## config.mk

```make
export PLATFORM = sky130hd
export DESIGN_NAME = jt10_adpcm_mul
export DESIGN_NICKNAME = d
export VERILOG_FILES = /design/src/rtl/jt10_adpcm_mul.sv
export SDC_FILE = /design/constraint.sdc
export NUM_CORES = 1
export LEC_CHECK = 0
export ABC_AREA = 1
export CAP_MARGIN = 20
export CORE_ASPECT_RATIO = 1.25
export CORE_MARGIN = 5
export CORE_UTILIZATION = 35
export DETAILED_ROUTE_END_ITERATION = 16
export PLACE_DENSITY = 0.53
export SLEW_MARGIN = 10
export SYNTH_ARGS = -nofsm -noshare
export SYNTH_HDL_FRONTEND = slang
export SYNTH_SLANG_ARGS = --single-unit
```

## constraint.sdc

```tcl
create_clock -name clk -period 2.6 [get_ports clk]
set_input_delay 0.52 -clock clk [delete_from_list [all_inputs] [get_ports clk]]
set_output_delay 0.52 -clock clk [all_outputs]
set_load 0.005 [all_outputs]
```

## src/rtl/jt10_adpcm_mul.sv

```systemverilog
// jt10_adpcm_mul
// Sequential unsigned shift-add multiply-accumulate: p = a*b + c, one bit of
// `a` consumed per clock-enable tick. Companion of jt10_adpcm_div; rebuilds a
// value from quotient, divisor and remainder without a full array multiplier.
//
// Parameters:
//   dw       operand width (4..32)
// Ports:
//   rst_n    asynchronous active-low reset
//   clk      CPU clock
//   cen      clock enable; state advances only on cen=1 edges
//   start    load operands and begin (aborts any operation in progress)
//   a, b, c  multiplier, multiplicand, addend (unsigned, sampled at start)
//   p        last completed result a*b + c (2*dw bits)
//   ovf      p does not fit in dw bits
//   working  operation in progress
//   done     high for one cen period after completion
module jt10_adpcm_mul #(
  parameter int unsigned dw = 16
) (
  input  logic            rst_n,
  input  logic            clk,
  input  logic            cen,
  input  logic            start,
  input  logic [dw-1:0]   a,
  input  logic [dw-1:0]   b,
  input  logic [dw-1:0]   c,
  output logic [2*dw-1:0] p,
  output logic            ovf,
  output logic            working,
  output logic            done
);

  logic [dw:0]     hi;
  logic [dw-1:0]   lo;
  logic [dw-1:0]   bq;
  logic [dw-1:0]   cycle;
  logic [dw-1:0]   addend;
  logic [dw:0]     s;
  logic [2*dw:0]   shifted;
  logic            last;

  assign working = cycle[0];

  // hi[dw] is always zero after a load or a shift, so adding the full hi
  // equals adding hi[dw-1:0]; the sum fits in dw+1 bits.
  always_comb begin
    addend  = lo[0] ? bq : '0;
    s       = hi + {1'b0, addend};
    shifted = {s, lo} >> 1;
    last    = (cycle == {{(dw-1){1'b0}}, 1'b1});
  end

  // Datapath registers carry no reset: they are reloaded on every start.
  always_ff @(posedge clk) begin
    if (cen) begin
      if (start) begin
        hi <= {1'b0, c};
        lo <= a;
        bq <= b;
      end else if (cycle[0]) begin
        hi <= shifted[2*dw:dw];
        lo <= shifted[dw-1:0];
      end
    end
  end

  always_ff @(posedge clk or negedge rst_n) begin
    if (!rst_n) begin
      cycle <= '0;
      p     <= '0;
      ovf   <= 1'b0;
      done  <= 1'b0;
    end else if (cen) begin
      if (start) begin
        cycle <= '1;
        done  <= 1'b0;
      end else if (cycle[0]) begin
        cycle <= cycle >> 1;
        if (last) begin
          p    <= shifted[2*dw-1:0];
          ovf  <= |shifted[2*dw-1:dw];
          done <= 1'b1;
        end else begin
          done <= 1'b0;
        end
      end else begin
        done <= 1'b0;
      end
    end
  end

endmodule
```

# Word-level counts from Yosys, hierarchy flattened
# Cells that the tools add are included.
# totals
latchBits	0
rom_bits	0
output_inout_bits	35
mem_count	0
elab_cells	26
ram_bits	0
register_bits	98
input_bits	52
# classes
eq_ne	1
multipliers	0
mux	10
bitwise_logic	1
shifts	0
n_lt_le_gt_ge	0
reduce_logical	5
div	0
addsub	1
# ops
operator	count
$mux W16	7
$add A16 B16 Y17	1
$eq A16 B1 Y1 const B	1
$reduce_or A16 Y1	1
$reduce_and A2 Y1	2
$reduce_and A4 Y1	1
$mux W1	3
$reduce_bool A2 Y1	1
$not A1 Y1	1

# Logic depth before layout (Yosys ltp)
# logic_depth
word_depth	4
mapped_depth	17

# Worst setup path after synthesis
# Ideal clock, no wire load.
# synth_timing
path_type	register to register
start	reg lo[0]
end	reg hi[11] (data pin)
synth_period_minus_slack_ns	2.234
setup_slack_ns	0.366
arrival_time_ns	1.974
t_required_ns	2.340
stages_incl_launch_ff	13
path_buffers	2
path_cell_list	edfxtp_1 > clkbuf_1 > clkbuf_1 > nand2_1 > inv_1 > ha_1 > a21oi_1 > nand2_1 > nand2_1 > nand3_1 > nand2_1 > nand2_1 > mux2_2
# synth_between
elab_chain_len	4
# synth_lines
item	line_no	rtl
start, declared	35	logic [dw-1:0] lo;
start signal, assigned	63	lo <= shifted[dw-1:0];
$mux W16	48	addend = lo[0] ? bq : '0;
$add A16 B16 Y17	49	s = hi + {1'b0, addend};
$mux W16	61	end else if (cycle[0]) begin
$mux W16	57	if (start) begin
end signal, assigned	58	hi <= {1'b0, c};
end signal, assigned	62	hi <= shifted[2*dw:dw];
end, declared	34	logic [dw:0] hi;
# Every way passes these cells. The select of a mux whose other input is x is not followed.
# A chain may end at the register's enable or synchronous reset.

# Worst setup path after layout
# layout_timing
start	reg lo[0]
end	reg ovf
# layout_between
elab_chain_len	3
# layout_lines
item	line_no	rtl
$mux W16	48	
$add A16 B16 Y17	49	
$reduce_or A16 Y1	82	ovf <= |shifted[2*dw-1:dw];
end signal, assigned	82	
end, declared	29	output logic ovf,
# Every way passes these cells.

==> flow_summary_export.csv <==
group,metric,value,unit
synth,ys.flop_type,"dfrtp_1",
critical_path,critical-path-slowest-cell,"edfxtp_1",
sta,period_needed,2370,ps
sta,finalMaxSlewViolations,0,
pwr,p_leak,2.99,nW
place,gp_congestion,0.882,
critical_path,worstPathRequired,2830,ps
global_route,grt_pass1_wl,20000,µm
global_route,grt_max_degree,64,
synth,synthTopCellsByArea,"edfxtp_1 (29%), dfrtp_1 (25%), nand2_1 (14%)",
detailed_routing,drt-total-wl,12500,µm
global_route,grt_usage,15.7,%
synth,ys_ff_latch,98,
global_route,antenna_found_initial,0,
pwr,peakVddDrop,0.306,mV
detailed_routing,dr.pass1.iters,5,
critical_path,critical_path_class,"flop to flop",
critical_path,critical-path-top-delay-family,"simple AND/OR/NAND/NOR gates",
detailed_routing,route.detailed.drc,0,
detailed_routing,wire_per_inst,14.8,µm
detailed_routing,vias,3879,
synth,yosys.cell_types.count,25,
floorplanning,fp.dieArea,0.0165,mm²
critical_path,path_buf_inv,1,
synth,synth_common_cells,"nand2_1 (184), inv_1 (93), o21ai_0 (58)",
synth,syn_avg_cell_area,8.54,µm²
cts,clkLatencyLatePin,340,ps
flow_run,timing.max_cap.violations,0,
synth,synthXorXnorAreaFrac,0.357,%
cts,cts.sinks,98,
synth,synthCells,575,
floorplanning,num_rows,48,
cts,clk_transition_reported_paths,70,ps
synth,synthArstFlopShare,51.0,%
synth,synth_top_area_share,29.4,%
synth,synth_top_area_cell,"edfxtp_1",
global_route,grt_overflow,0,
synth,syn_nets,644,
sta,setup_viol,0,
critical_path,r2r_slack,230,ps
synth,synth_mux_area_share,0.229,%
critical_path,cp-start-kind,"flop",
synth,yosys.cell_count.top_type,"nand2_1",
critical_path,r2r_cells,16,
outcome,status,"completed",
finish,fin_area,0.00627,mm²
place,portBuffers,86,
synth,synth_compound_area_share,9.68,%
min_path,hold_class,"input pin to asynchronous set/reset pin",
detailed_routing,ant_nets,0,
sta,tightest_slew,578,ps
cts,clockRootBuffer,"clkbuf_16",
synth,netlist_area,0.00491,mm²
global_route,grt_pass1_vias,3975,
critical_path,cp-end-kind,"flop",
critical_path,cpPeakStageDelay,520,ps
place,dpl.hpwl,9630,µm
synth,synth_top_family_by_area,"simple AND/OR/NAND/NOR gates",
finish,drive_gt1_share,5.68,%
sta,period_share,91.1,%
detailed_routing,drt-vias-per-instance,4.60,
synth,synth-simple-area-share,20.9,%
cts,cts_tree,"done",
sta,whs,141,ps
critical_path,path_cells,"nand2_1 -> inv_1 -> ha_1 -> fa_2 -> nand2_1 -> nand2_1 -> nand3_1 -> nand2_1 -> nand2_1 -> nand2_1 -> nor2_1 -> nand2_1 -> nor2_2 -> nand3_1 -> nor2_1 -> nor2_1",
floorplanning,die_w,116,µm
finish,syn_to_final_growth,27.6,%
critical_path,cp_max_fo,8,
floorplanning,core,0.0138,mm²
critical_path,crit_cells,16,
critical_path,crit_top_cell,"nand2_1",
sta,rsz0062_at_grt,"no",
place,postPlaceCellArea,0.00595,mm²
sta,skew,12.5,ps
finish,final_util,45.4,%
synth,yosysWarnings,0,
cts,htreeDepth,3,
finish,nets,733,
sta,fmax,422,MHz
floorplanning,fp.dieH,142,µm
detailed_routing,drt-initial-drc-count,206,
synth,synth_edf_count,48,
cts,cts_made_buffers,9,
sta,setup_tns,0,ps
floorplanning,pin_count,87,
finish,antenna_cells,0,
place,pre_cts_slack,144,ps
critical_path,arrival,2600,ps
synth,seq_area_frac_synth,54.8,%
sta,layout_setup_ws,230,ps
pwr,powerDensity,681,mW/mm²
cts,cts_buffer_depth,2,
sta,slew_headroom,61.4,%
synth,synthAdderAreaFrac,4.48,%
floorplanning,start_util,35.6,%
sta,hold_viol,0,
-- per-layer routing --
layer	vias to the layer above	track usage (%)	share of wire, %
met5	-	0	0
met4	0	4.64	0.94
met3	7	4.30	6.1
met2	66	27.5	52
met1	1790	18.9	41
li1	2016	-	-
-- placed cells by master, fill, tap and decap left out, types with 12 or more instances in the layout --
master and n:
a21oi_1 15, clkdlybuf4s50_1 84, dfrtp_1 50, edfxtp_1 48
ha_1 16, inv_1 93, nand2_1 184, nand3_1 28
nor2_1 24, o21ai_0 58, o21ai_1 12
-- final cells by class --
class                   count  area, µm²
fillers                  1389       7550
flip-flops and latches     98       2690
multi-input cells         365       1770
repair buffers             97        933
inverters                  93        349
clock buffers              11        264
well taps                 175        219
clock inverters             5       35.0
-- final timing paths --
kind | from | endpoint
min reg2reg | done$_DFFE_PN0P_ | done$_DFFE_PN0P_
min | rst_n | p[10]$_DFFE_PN0P_
max | lo[0]$_DFFE_PP_ | ovf$_DFFE_PN0P_
max reg2reg | lo[0]$_DFFE_PP_ | ovf$_DFFE_PN0P_
max in group asynchronous | rst_n | cycle[5]$_DFFE_PN0P_
min in group clk | done$_DFFE_PN0P_ | done$_DFFE_PN0P_
-- metrics by stage --
stage / power [mW] / instances
global route: 4.54 / 844
detailed placement: 2.98 / 828
floorplan: 2.60 / 575
finish: 4.27 / 844
global placement: 2.96 / 828
CTS: 4.31 / 844
-- registers in the layout, indices dropped and copies added, names as in the netlist --
| signal | count |
|---|---|
| ovf | 1 |
| done | 1 |
| cycle | 16 |
| lo | 16 |
| hi | 16 |
| p | 32 |
| bq | 16 |
-- kinds of logic after synthesis --
group           after synthesis
compound gates               92
xor+xnor                      2
simple gates                253
buf+inv                     112
mux                           1
flops                        98
fa+ha+maj                    17
-- power breakdown --
group	leakage [nW]	internal, mW	switching [mW]	total (mW)
clock	0.147	0.736	0.584	1.32
sequential	1.11	1.83	0.0877	1.92
combinational	1.73	0.368	0.661	1.03
-- worst register-to-register path: stages (launching register included) --
cell and delay, ps:
edfxtp_1 520, nand2_1 110, inv_1 50, ha_1 220
fa_2 370, nand2_1 80, nand2_1 70, nand3_1 90
nand2_1 90, nand2_1 70, nand2_1 70, nor2_1 110
nand2_1 80, nor2_2 110, nand3_1 80, nor2_1 90
nor2_1 40
-- repair_timing --
action | in CTS | in global routing
gates resized for setup | 0 | 5
setup buffers | 0 | 0
setup endpoints to repair | 0 | 1
hold buffers | 0 | 0
No activity file was read; power rests on OpenSTA's default activity.
